## config.mk

```make
export PLATFORM = sky130hd
export DESIGN_NAME = permute_scheduler
export DESIGN_NICKNAME = d
export VERILOG_FILES = /design/src/rtl/permute_scheduler.sv
export SDC_FILE = /design/constraint.sdc
export NUM_CORES = 1
export LEC_CHECK = 0
export CAP_MARGIN = 10
export CELL_PAD_IN_SITES_DETAIL_PLACEMENT = 0
export CELL_PAD_IN_SITES_GLOBAL_PLACEMENT = 2
export CORE_ASPECT_RATIO = 0.75
export CORE_MARGIN = 2
export CORE_UTILIZATION = 22
export CTS_CLUSTER_SIZE = 8
export DETAILED_ROUTE_END_ITERATION = 10
export PLACE_DENSITY = 0.79
export SKIP_LAST_GASP = 1
export SYNTH_ARGS = -nofsm -noshare
export SYNTH_HDL_FRONTEND = slang
export SYNTH_SLANG_ARGS = --single-unit
```

## constraint.sdc

```tcl
create_clock -name clk -period 2.4 [get_ports clk]
set_clock_uncertainty 0.15 [all_clocks]
set_input_delay 0.24 -clock clk [delete_from_list [all_inputs] [get_ports clk]]
set_output_delay 0.24 -clock clk [all_outputs]
set_load 0.02 [all_outputs]
```

## src/rtl/permute_scheduler.sv

```systemverilog
// permute_scheduler
//   Round-robin scheduler that shares one permute core between NREQ requesters.
//   The winner's file index is latched at grant. perm_start is held for
//   START_CYCLES cycles, then perm_finish is awaited. A one-cycle done pulse
//   goes back to the winner, followed by one idle cycle before the next
//   arbitration.
//
//   Optional feature macro: PERM_TIMEOUT_EN
//     When defined, a WAIT-state watchdog ends a job after TIMEOUT_CYCLES
//     cycles without finish. It pulses err (not done) to the winner.
//     When undefined, no watchdog exists, err is tied to 0, and WAIT lasts
//     until finish arrives.
//
// Ports
//   clk              in   clock, rising edge
//   rst_n            in   asynchronous active-low reset
//   req              in   [NREQ]       request level per requester, held until done
//   req_idx          in   [NREQ*IDXW]  requester i's file index at [i*IDXW +: IDXW]
//   grant            out  [NREQ]       one-hot, high from grant to done inclusive
//   done             out  [NREQ]       one-cycle completion pulse to the winner
//   err              out  [NREQ]       one-cycle timeout pulse to the winner
//   busy             out  high whenever the FSM is not IDLE
//   perm_start       out  permute start, high for START_CYCLES cycles per job
//   perm_file_index  out  [IDXW]       latched file index of the current/last job
//   perm_finish      in   permute finish level, sampled only in WAIT

module permute_scheduler #(
  parameter int NREQ           = 4,
  parameter int IDXW           = 10,
  parameter int START_CYCLES   = 2,
  parameter int TIMEOUT_CYCLES = 256
) (
  input  logic                 clk,
  input  logic                 rst_n,
  input  logic [NREQ-1:0]      req,
  input  logic [NREQ*IDXW-1:0] req_idx,
  output logic [NREQ-1:0]      grant,
  output logic [NREQ-1:0]      done,
  output logic [NREQ-1:0]      err,
  output logic                 busy,
  output logic                 perm_start,
  output logic [IDXW-1:0]      perm_file_index,
  input  logic                 perm_finish
);

  localparam int PTRW = (NREQ > 1) ? $clog2(NREQ) : 1;
  localparam int SCW  = (START_CYCLES > 1) ? $clog2(START_CYCLES) : 1;

  typedef enum logic [1:0] {
    S_IDLE,
    S_START,
    S_WAIT,
    S_DONE
  } state_t;

  state_t          state_q, state_d;
  logic [NREQ-1:0] grant_q, grant_d;
  logic [PTRW-1:0] ptr_q, ptr_d;
  logic [IDXW-1:0] fidx_q, fidx_d;
  logic [SCW-1:0]  scnt_q, scnt_d;

`ifdef PERM_TIMEOUT_EN
  localparam int WDW = (TIMEOUT_CYCLES > 1) ? $clog2(TIMEOUT_CYCLES) : 1;
  logic [WDW-1:0] wd_q, wd_d;
  logic           tout_q, tout_d;   // current job ended by the watchdog
`endif

  // Round-robin pick: first asserted request at or after ptr_q, wrapping.
  logic            pick_valid;
  logic [PTRW-1:0] pick;
  logic [PTRW-1:0] cand;

  always_comb begin
    pick_valid = 1'b0;
    pick       = '0;
    cand       = '0;
    for (int k = 0; k < NREQ; k++) begin
      cand = PTRW'((int'(ptr_q) + k) % NREQ);
      if (!pick_valid && req[cand]) begin
        pick_valid = 1'b1;
        pick       = cand;
      end
    end
  end

  // NOTE: every always_comb output gets a default first so no path
  // leaves a signal unassigned, which would otherwise infer a latch.
  always_comb begin
    state_d = state_q;
    grant_d = grant_q;
    ptr_d   = ptr_q;
    fidx_d  = fidx_q;
    scnt_d  = scnt_q;
`ifdef PERM_TIMEOUT_EN
    wd_d    = wd_q;
    tout_d  = tout_q;
`endif
    unique case (state_q)
      S_IDLE: begin
        if (pick_valid) begin
          state_d = S_START;
          grant_d = NREQ'(1) << pick;
          fidx_d  = req_idx[int'(pick)*IDXW +: IDXW];
          ptr_d   = (pick == PTRW'(NREQ - 1)) ? '0 : pick + 1'b1;
          scnt_d  = '0;
`ifdef PERM_TIMEOUT_EN
          wd_d    = '0;
          tout_d  = 1'b0;
`endif
        end
      end
      S_START: begin
        // Any finish level seen here belongs to the previous job; ignore it.
        if (scnt_q == SCW'(START_CYCLES - 1)) state_d = S_WAIT;
        else                                  scnt_d  = scnt_q + 1'b1;
      end
      S_WAIT: begin
        if (perm_finish) begin
          state_d = S_DONE;
        end
`ifdef PERM_TIMEOUT_EN
        else if (wd_q == WDW'(TIMEOUT_CYCLES - 1)) begin
          state_d = S_DONE;
          tout_d  = 1'b1;
        end else begin
          wd_d = wd_q + 1'b1;
        end
`endif
      end
      S_DONE: begin
        // The idle cycle that follows is what spaces consecutive jobs apart.
        state_d = S_IDLE;
        grant_d = '0;
      end
      default: state_d = S_IDLE;
    endcase
  end

  // NOTE: state registers use non-blocking assignments so every flop
  // samples the pre-edge values regardless of statement order.
  always_ff @(posedge clk or negedge rst_n) begin
    if (!rst_n) begin
      state_q <= S_IDLE;
      grant_q <= '0;
      ptr_q   <= '0;
      fidx_q  <= '0;
      scnt_q  <= '0;
`ifdef PERM_TIMEOUT_EN
      wd_q    <= '0;
      tout_q  <= 1'b0;
`endif
    end else begin
      state_q <= state_d;
      grant_q <= grant_d;
      ptr_q   <= ptr_d;
      fidx_q  <= fidx_d;
      scnt_q  <= scnt_d;
`ifdef PERM_TIMEOUT_EN
      wd_q    <= wd_d;
      tout_q  <= tout_d;
`endif
    end
  end

  // Outputs decode straight from registered state, so an async reset
  // clears them immediately without waiting for an edge.
  assign grant           = grant_q;
  assign busy            = (state_q != S_IDLE);
  assign perm_start      = (state_q == S_START);
  assign perm_file_index = fidx_q;

`ifdef PERM_TIMEOUT_EN
  assign done = (state_q == S_DONE && !tout_q) ? grant_q : '0;
  assign err  = (state_q == S_DONE &&  tout_q) ? grant_q : '0;
`else
  assign done = (state_q == S_DONE) ? grant_q : '0;
  assign err  = '0;
`endif

endmodule

```

==> metrics.txt <==
share of cells above drive strength 1 11.6%; Fin Hold WS 0.177 ns; CTS clk-pin slew, worst paths 0.07 ns; top cells by area, synth dfrtp_1 35%, a211oi_1 11%, mux2i_1 8.9%, ha_1 4.7%, nor2_1 4.5%; crit path launch type input port; area of the multi-input gates 787 um2; post-synthesis xor/xnor area fraction 0%; VDD IR max 0.000272 V; clock root buffer clkbuf_8; Placed Cells 298; Seq/Total Area, Yosys 35.4%; width of the die 94.2 um; post-cts sizing count 0; Final Hold Fails 0; Synth top area share 35.4%; die area 6760 um2; PortBufs 66; largest family of logic cells by synthesized area compound AO/OA/AOI/OAI gates; FMAX 449 MHz; diodes inserted 0; number of enable flip-flop cells after synthesis 0; Max-Cap Viols 0; Tmin final 2.23 ns; initial antenna violation count 0; Crit. End Element register; Worst Path Arrival 2.17 ns; IO Pins 71; Slew Limit Fails 0; Compound-Gate Fraction of Synth Area 22.0%; Async SR Flop Fraction 100%; die height 71.7 um; setup tns final 0 ns; Final Core Density 37.6%; drt wl/cell 13.4 um; HP Class input port to async pin; cell row count 24; Initial Util 22.9%; clk sinks 19; H-tree levels 1; CTS tree yes; relative slew slack 50.2%; mux contribution to synthesized area 9.78%; Max FO, Critical Path 10; top_reg_cell synth dfrtp_1; CP max stage delay 0.62 ns; dominant cell type by area after synthesis dfrtp_1; clk_lat worst skew 0.25 ns; outcome finished, final reports clean; largest net degree at the start of global routing 23; Syn Inst Count 146; Critical Path RT 2.34 ns; clock buffer depth 2; mapped cell area 1340 um2; total routed wirelength 4040 um; worst slew pin tran 0.742 ns; total core area 5860 um2; vias in the first global route 1,357; Yosys cell types 36; Fill cells 604; setup violators final 0; commonest non-fill, non-tap cell in the layout clkdlybuf4s50_1; routed via count 1,324; grt ovf 0; most frequent cells in the layout 66 x clkdlybuf4s50_1, 20 x a211oi_1, 19 x dfrtp_1; worst-path cell chain clkdlybuf4s50_1 > nor2b_1 > a311oi_2 > or2_4 > nor3_2 > a211oi_1; Synth Register Bits 19; first-pass GRT wire length 6690 um; Layout Cells excl Fill 302; Pleak 0.910 nW; Pwr Total 0.00219 W; DRC 0; P per Cell Area 994 nW/um2; Yosys warning total 0; DR iter-0 viols 52; placer congestion estimate 0.757; Total GRT Usage 12.6%; dpl hpwl 3110 um; Post-Syn Area per Cell 9.20 um2; antenna viol nets, final 0; Post-Synth Adder-Cell Area 4.66%; Crit path buffers/inverters 1; Area Growth Syn to Fin 63.9%; CP delay by family, top simple AND/OR/NAND/NOR gates; critical path type input port to register; Crit-path slowest cell nor3_2; postcts setup bufs 0; nets 277; final worst path period share 92.9%; Synth Area in Simple Gates 21.0%; RSZ-0062 raised after global routing false; TritonRoute pass-1 iters 4; total CTS buffers 3; # hold bufs at CTS 0; Sequential Area 475 um2; via density per instance 4.38
power by group:
group | switching, W | total [W] | internal [W]
Sequential | 0.000109 | 0.000581 | 0.000471
Clock | 0.000106 | 0.000224 | 0.000118
Combinational | 0.000725 | 0.00138 | 0.000658
final timing paths:
check	start	end	slack [ns]	cells after the start
setup / recovery	req[2]	perm_file_index[7]	0.17	6
hold / removal	rst_n	perm_file_index[2]	0.18	2
setup reg to reg	ptr_q[1]	perm_file_index[7]	0.30	5
hold reg to reg	grant[0]	grant[0]	0.40	2
max in group asynchronous	rst_n	perm_file_index[6]	1.71	2
min in group clk	grant[0]	grant[0]	0.40	2
cells by family (layout without fill, tap and decap cells):
family / count (synthesis) / after routing
AOI/OAI and AO/OA: 38 / 38
adders and majority gates: 5 / 5
buffers and inverters: 15 / 90
DFF: 19 / 19
muxes: 13 / 13
other: 1 / 4
and+or+nand+nor: 55 / 55
cells in the mapped netlist (all sizes together), types with 2 or more instances:
cell type	number
a21oi	4
ha	5
nor2	16
inv	7
mux2i	12
dfrtp	19
buf	7
nor2b	2
nand2	15
o21ai	5
a211oi	20
and2	4
nor3	11
or2	2
or2b	2
a32oi	2
sequential cells by signal, summed over array words and instances, names as in the netlist:
name             flops
perm_file_index     10
grant                4
ptr_q                2
state_q              2
scnt_q               1
area by class of cell:
class	instances	area share, %
Inverter	7	1.19
Multi-Input combinational cell	115	35.7
Tap cell	78	4.43
Clock buffer	4	2.05
Sequential cell	19	21.6
Timing Repair Buffer	79	35.0
routing by layer:
layer	up-vias	wire length (um)	global-route usage, %
met5	-	0	0
li1	682	-	-
met2	37	1720	19.5
met1	603	2020	17.4
met4	0	4	0.966
met3	2	295	4.73
metrics by stage:
| step | setup slack, ns | instance area, um2 |
|---|---|---|
| 2_1_floorplan | 0.438 | 1360 |
| 3_3_place_gp | -0.0811 | 2160 |
| 3_5_place_dp | -0.167 | 2160 |
| 4_1_cts | 0.107 | 2200 |
| 5_1_grt | 0.0107 | 2200 |
| 6_report | 0.171 | 2200 |
No activity file was read; power rests on OpenSTA's default activity.
